[src/rtl/branch_target_buffer_pkg.sv]
// Shared definitions for the branch target buffer: direction counter
// encodings, the saturating counter update, and the default table size.
package branch_target_buffer_pkg;

    localparam int unsigned ENTRIES_DEFAULT = 16;

    typedef enum logic [1:0] {
        SNT = 2'b00,
        WNT = 2'b01,
        WT  = 2'b10,
        ST  = 2'b11
    } ctr_t;

    // Saturating step toward the resolved outcome.
    function automatic ctr_t ctr_next(input ctr_t ctr, input logic taken);
        ctr_t nxt;
        nxt = ctr;
        if (taken) begin
            if (ctr != ST) nxt = ctr_t'(ctr + 2'd1);
        end else begin
            if (ctr != SNT) nxt = ctr_t'(ctr - 2'd1);
        end
        return nxt;
    endfunction

endpackage

[src/rtl/branch_target_buffer.sv]
// Direct-mapped branch target buffer with 2-bit direction counters,
// combinational fetch lookup, EX-stage update and resolve/mispredict counters.
module branch_target_buffer
    import branch_target_buffer_pkg::*;
#(
    parameter int unsigned ENTRIES = ENTRIES_DEFAULT
) (
    input  logic        clk,
    input  logic        rst,
    input  logic [31:0] PCF,
    output logic        PredTakenF,
    output logic [31:0] PredTargetF,
    input  logic        UpdateE,
    input  logic [31:0] PCE,
    input  logic        BranchE,
    input  logic [31:0] BrTargetE,
    input  logic        PredTakenE,
    input  logic [31:0] PredTargetE,
    output logic        MispredE,
    output logic [31:0] BranchCnt,
    output logic [31:0] MispredCnt
);

    localparam int unsigned IDX_W = $clog2(ENTRIES);
    localparam int unsigned TAG_W = 30 - IDX_W;

    logic             valid_q  [ENTRIES];
    logic [TAG_W-1:0] tag_q    [ENTRIES];
    logic [31:0]      target_q [ENTRIES];
    ctr_t             ctr_q    [ENTRIES];

    logic [31:0]      branch_cnt_q;
    logic [31:0]      mispred_cnt_q;

    logic [IDX_W-1:0] idx_f;
    logic [IDX_W-1:0] idx_e;
    logic [TAG_W-1:0] tag_f;
    logic [TAG_W-1:0] tag_e;
    logic             hit_f;
    logic             hit_e;
    logic             pred_taken_f;
    logic             mispred;

    // Instruction alignment bits carry no information for the table.
    logic             unused_pc_bits;
    assign unused_pc_bits = ^{PCF[1:0], PCE[1:0]};

    assign idx_f = PCF[IDX_W+1:2];
    assign tag_f = PCF[31:IDX_W+2];
    assign idx_e = PCE[IDX_W+1:2];
    assign tag_e = PCE[31:IDX_W+2];

    always_comb begin
        hit_f        = valid_q[idx_f] && (tag_q[idx_f] == tag_f);
        hit_e        = valid_q[idx_e] && (tag_q[idx_e] == tag_e);
        pred_taken_f = hit_f && ctr_q[idx_f][1];
        mispred      = UpdateE &&
                       ((PredTakenE != BranchE) ||
                        (BranchE && PredTakenE && (PredTargetE != BrTargetE)));
    end

    assign PredTakenF  = pred_taken_f;
    assign PredTargetF = pred_taken_f ? target_q[idx_f] : '0;
    assign MispredE    = mispred;
    assign BranchCnt   = branch_cnt_q;
    assign MispredCnt  = mispred_cnt_q;

    // Not-taken misses leave the table alone so cold branches never allocate.
    always_ff @(posedge clk or posedge rst) begin
        if (rst) begin
            for (int unsigned i = 0; i < ENTRIES; i++) begin
                valid_q[i]  <= 1'b0;
                tag_q[i]    <= '0;
                target_q[i] <= '0;
                ctr_q[i]    <= SNT;
            end
            branch_cnt_q  <= '0;
            mispred_cnt_q <= '0;
        end else begin
            if (UpdateE) begin
                branch_cnt_q <= branch_cnt_q + 32'd1;
                if (hit_e) begin
                    ctr_q[idx_e] <= ctr_next(ctr_q[idx_e], BranchE);
                    if (BranchE) target_q[idx_e] <= BrTargetE;
                end else if (BranchE) begin
                    valid_q[idx_e]  <= 1'b1;
                    tag_q[idx_e]    <= tag_e;
                    target_q[idx_e] <= BrTargetE;
                    ctr_q[idx_e]    <= WT;
                end
            end
            if (mispred) mispred_cnt_q <= mispred_cnt_q + 32'd1;
        end
    end

endmodule

[config.mk]
export PLATFORM = sky130hd
export DESIGN_NAME = branch_target_buffer
export DESIGN_NICKNAME = d
export VERILOG_FILES = /design/src/rtl/branch_target_buffer_pkg.sv /design/src/rtl/branch_target_buffer.sv
export SDC_FILE = /design/constraint.sdc
export NUM_CORES = 2
export LEC_CHECK = 0
export BUFFER_PORTS_ARGS = -buffer_cell sky130_fd_sc_hd__buf_2
export CAP_MARGIN = 20
export CORE_MARGIN = 4
export CORE_UTILIZATION = 56
export DETAILED_ROUTE_END_ITERATION = 8
export GPL_ROUTABILITY_DRIVEN = 0
export HOLD_SLACK_MARGIN = 0.05
export PLACE_DENSITY_LB_ADDON = 0.25
export SLEW_MARGIN = 5
export SYNTH_ARGS = -nofsm -noshare
export SYNTH_HDL_FRONTEND = slang
export SYNTH_SLANG_ARGS = --single-unit
[constraint.sdc]
create_clock -name clk -period 32.3 [get_ports clk]
set_input_delay 3.23 -clock clk [delete_from_list [all_inputs] [get_ports clk]]
set_output_delay 3.23 -clock clk [all_outputs]
set_load 0.05 [all_outputs]
After elaboration in Yosys (flattened, before gate mapping) --
Index checks and enable logic that the tools add are counted.
Storage, ports and cells: bits in registers 1040, input port bits 133
Cells by class: add/sub/neg operators 4, $lt $le $gt $ge 3, equal/unequal tests 5, muxes and demuxes 40, bitwise gates (word level) 7, reduce and logical (&&, ||, !) cells 13
Operators by type and width (count):
- bitwise mux 512 bit | 1
- bitwise mux 416 bit | 1
- binary-select mux 26 bit (select 4 bit) | 2
- two-way mux 32 bit | 6
- two-way mux 26 bit | 5
- binary-select mux 32 bit (select 4 bit) | 1
- demux 32 bit (select 4 bit) | 1
- demux 26 bit (select 4 bit) | 1
- adder 32 x 1 -> 32 bit, second input constant | 2
- == test 26 bit | 2
- bitwise mux 32 bit | 1
- != test 32 bit | 1
- OR 16 bit | 2
- two-way mux 2 bit | 10
- bitwise AND 16 bit | 1
- binary-select mux 2 bit (select 4 bit) | 2
- NOT 16 bit | 1
- greater-or-equal comparator 5 bit, second input constant | 2
- NOT 4 -> 5 bit | 2
- binary-select mux 1 bit (select 4 bit) | 2
- demux 2 bit (select 4 bit) | 1
- logical AND 1 bit | 7
- less-than comparator 5 x 1 -> 1 bit, second input constant | 1
- two-way mux 1 bit | 5
- other kinds (10) | 12

Longest topological paths before layout --
depth after elaboration 11, mapped depth 17, mapped depth without buffers 10

Worst setup path before layout --
Ideal clock, no wire load.
path type input to output, start input PCF[2], end output PredTargetF[10], arrival time 6.715 ns, setup slack 22.355 ns, stages 10, cell sequence buf_2 buf_2 buf_1 mux4_2 mux4_2 xor2_1 nor4_1 nand4_1 clkbuf_1 nor2b_1
On the way: cells in the longest elaborated chain, start to end 8
Ends and longest elaborated chain:
- start: declaration | RTL line branch_target_buffer.sv:10 | input logic [31:0] PCF,
- NOT 4 -> 5 bit (implied by the code) (*) | RTL line branch_target_buffer.sv:54, branch_target_buffer.sv:56, branch_target_buffer.sv:63
- binary-select mux 26 bit (select 4 bit) | RTL line branch_target_buffer.sv:54 | hit_f = valid_q[idx_f] && (tag_q[idx_f] == tag_f);
- two-way mux 26 bit (implied by the code) (2 in series) | RTL line branch_target_buffer.sv:54
- == test 26 bit | RTL line branch_target_buffer.sv:54
- logical AND 1 bit | RTL line branch_target_buffer.sv:54
- logical AND 1 bit | RTL line branch_target_buffer.sv:56 | pred_taken_f = hit_f && ctr_q[idx_f][1];
- two-way mux 32 bit (*) | RTL line branch_target_buffer.sv:63 | assign PredTargetF = pred_taken_f ? target_q[idx_f] : '0;
- end: declaration | RTL line branch_target_buffer.sv:12 | output logic [31:0] PredTargetF,
Every way passes the cells marked *; elsewhere a longest branch is shown, timed or not. The select of a mux whose other input is x is not followed.

Worst setup path after layout --
start input PCF[2], end output PredTargetF[24]
The elaborated chain is that of the path after synthesis.

==> run summary <==
Vias -> 31.9k
Yosys Warn Count -> 0
Critical register-to-register path startpoint -> tag_q[27]
Initial Util -> 0.567
Area added between synthesis and finish -> 10.9%
First-pass GRT wire length -> 216 mm
Sequential fraction of the synthesis area -> 0.498
First-pass DRT Iterations -> 6
Largest net degree at the start of global routing -> 209
Total of max-cap violations -> 0
Final Critical Period -> 11150 ps
WP data required -> 29070 ps
Post-synth cell types -> 75
PwrDens -> 64.0 nW/um2
CP Class -> input port to primary output
Synthesized cell area -> 52200 um2
Global route overflow -> 0
Outcome -> completed
Die width -> 313 um
Slowest stage delay, CP -> 750 ps
Internal -> 2.72 mW
NumNets Final -> 3680
Most frequent cells in the layout -> dfrtp_1, mux2_2, mux4_2
Critical path arrival -> 7920 ps
Synth Flop Type -> dfrtp_1
Logic pwr share -> 0.186
Dpl ws -> 21070 ps
Die area -> 98200 um2
Reg2reg setup slack -> 26870 ps
Proportion of layout cells with a drive suffix above 1 -> 0.446
Clk slew on worst S/H paths -> 60 ps
Setup-failing EPs final -> 0
Avg Cell Area, Syn -> 15.2 um2
Reg-to-reg critical path endpoint -> tag_q[290]
Routed length per instance -> 28.9 um
CTS resizes -> 0
Final ANT Viol Nets -> 0
Worst hold stages -> 1
Via/cell ratio -> 6.52
Worst Tran Pin Value -> 1150 ps
Final Hold Viols -> 0
PortBufs -> 226
Post-Syn Nets -> 3577
Antenna violations before repair -> 12
Dpl hpwl -> 84.2 mm
Post-Route WL -> 141 mm
Drt initial violations -> 2714
Fin Setup TNS -> 0 ps
Sequential share of power -> 0.459
I/O pins -> 231
Rows -> 111
Fillers -> 6611
Placed cell area -> 53900 um2
Hold EP -> MispredCnt[31]
Commonest non-fill, non-tap cell in the layout -> dfrtp_1
Fmax achieved -> 0.0897 GHz
H-tree levels -> 3
Net switching power -> 994 uW
CTS root buffer -> clkbuf_16
Fraction of registers with async set/reset -> 1.00
Setup crit end kind -> primary output
Design Area, Final -> 57900 um2
Slowest CP cell -> buf_4
Slack of the critical path -> 21150 ps
Relative slew slack -> 0.217
Setup bufs post-CTS -> 0
Reg2Reg Depth -> 10
Max VDD drop -> 0.0497 mV
Switching Share -> 0.268
Vias in the first global route -> 34.3k
Yosys reg bits -> 1040
Min-delay src -> MispredCnt[31]
Worst hold path type -> flip-flop to flip-flop
Longest Clk Path Bufs -> 3
Mapped Cells -> 3441
Worst setup SP type -> input port
RSZ-0062 raised after global routing -> no
Clk_skew -> 25.2 ps
Critical path cell sequence -> buf_8 -> buf_4 -> mux4_2 -> mux4_2 -> xnor2_1 -> o211ai_1 -> nor4_1 -> nand4_1 -> buf_4 -> nor2b_1 -> buf_2
Post-synth EDFFs -> 0
Clock sink total -> 1040
Residual DRC -> 0
Total CTS buffers -> 110
Leak Pwr -> 26.0 nW
CTS tree -> yes
Power share of the clock group -> 0.356
Final period util -> 0.345
Cts hold-fix bufs -> 0
Total GRT Usage -> 0.290
Height of the die -> 313 um
Pins Over Slew Limit -> 0
Clk_lat worst skew -> 700 ps
Core Area -> 92100 um2
CP Max Fanout -> 52
[power groups by stage]
| stage | combinational, mW | sequential [mW] | clock (mW) |
|---|---|---|---|
| 5_1_grt | 0.738 | 1.72 | 1.40 |
| 4_1_cts | 0.690 | 1.69 | 1.34 |
| 6_report | 0.689 | 1.70 | 1.32 |
| 3_5_place_dp | 0.686 | 1.72 | 0 |
| 2_1_floorplan | 0.516 | 1.70 | 0 |
| 3_3_place_gp | 0.657 | 1.69 | 0 |
[per-stage QoR]
| step | cells | util | power (mW) | hold WS (ps) |
|---|---|---|---|---|
| final | 4889 | 0.629 | 3.71 | 473 |
| after CTS | 4873 | 0.627 | 3.72 | 474 |
| after global routing | 4888 | 0.629 | 3.86 | 504 |
| after global placement | 4666 | 0.585 | 2.34 | 457 |
| after detailed placement | 4667 | 0.585 | 2.40 | 461 |
| after floorplan | 3441 | - | 2.21 | 451 |
[area by class of cell]
| class | instances | area, um2 | area share |
|---|---|---|---|
| repair buffers | 299 | 1900 | 0.0328 |
| flip-flops and latches | 1040 | 26000 | 0.449 |
| clock buffers | 156 | 3240 | 0.0558 |
| well taps | 1243 | 1560 | 0.0268 |
| multi-input cells | 2066 | 24500 | 0.423 |
| inverters | 27 | 105 | 0.00181 |
| clock inverters | 50 | 594 | 0.0103 |
| diodes | 8 | 20.0 | 0.000346 |
[worst max-delay path by stage]
stage           start              end  slack, ps  depth (start not counted)
6_report       PCF[2]  PredTargetF[24]      21150                         11
5_1_grt        PCF[2]  PredTargetF[10]      20990                         11
4_1_cts        PCF[2]  PredTargetF[24]      21070                         11
3_5_place_dp   PCF[2]  PredTargetF[24]      21070                         11
3_3_place_gp   PCF[2]  PredTargetF[27]      21130                         11
2_1_floorplan     rst     BranchCnt[0]      14730                          1
[cell usage after synthesis (4+ instances only)]
| cell | n | share of area |
|---|---|---|
| dfrtp_1 | 1040 | 0.50 |
| mux2_2 | 678 | 0.15 |
| mux4_2 | 377 | 0.16 |
| mux2_1 | 232 | 0.050 |
| clkbuf_1 | 189 | 0.014 |
| mux2i_1 | 80 | 0.015 |
| xor2_1 | 79 | 0.013 |
| nand2_1 | 71 | 0.0051 |
| xnor2_1 | 65 | 0.011 |
| nor2_1 | 50 | 0.0036 |
| nor2b_1 | 46 | 0.0055 |
| nand3_1 | 43 | 0.0041 |
| mux2_4 | 30 | 0.0086 |
| a22oi_1 | 29 | 0.0042 |
| nand2b_1 | 29 | 0.0035 |
| o21ai_0 | 29 | 0.0028 |
| buf_1 | 28 | 0.0020 |
| buf_6 | 25 | 0.0054 |
| inv_1 | 25 | 0.0018 |
| nand4_1 | 24 | 0.0029 |
| buf_2 | 23 | 0.0022 |
| buf_4 | 21 | 0.0030 |
| and3_1 | 20 | 0.0024 |
| buf_8 | 19 | 0.0055 |
| a22o_1 | 17 | 0.0029 |
| a21oi_1 | 15 | 0.0014 |
| nor3_1 | 14 | 0.0013 |
| nor4_1 | 14 | 0.0017 |
| and2_1 | 12 | 0.0014 |
| o21ai_1 | 12 | 0.0011 |
| a211oi_1 | 11 | 0.0016 |
| o22ai_1 | 8 | 0.00096 |
| o211ai_1 | 7 | 0.0010 |
| or2_2 | 7 | 0.00084 |
| or3_1 | 5 | 0.00060 |
| a21o_1 | 4 | 0.00057 |
| and4_1 | 4 | 0.00067 |
[metal layers]
layer  up-vias  global-route usage  wire, um
li1      13200                   -         -
met3       329              0.0516      8620
met5         -                   0        27
met2      1187               0.484     70500
met1     17200               0.385     56700
met4         4               0.109      5430
[sequential cells by signal, indices dropped and copies added (netlist names)]
name,flops
MispredCnt,32
tag_q,416
ctr_q,32
valid_q,16
target_q,512
BranchCnt,32
[critical path, delay by kind of cell]
kind	cells	cell delay, ps
buffers and inverters	4	1890
and+or+nand+nor	3	940
xor gates and xnor gates	1	330
muxes	2	1080
AOI/OAI and AO/OA	1	350
[kinds of logic after synthesis]
group           count (synthesis)  synth area share
fa+ha+maj                       5           0.00110
buf+inv                       335            0.0348
xor+xnor                      144            0.0241
flops                        1040             0.498
mux                          1397             0.383
simple gates                  355            0.0365
compound gates                165            0.0224
Note: power is estimated with default switching activity, not from simulation.
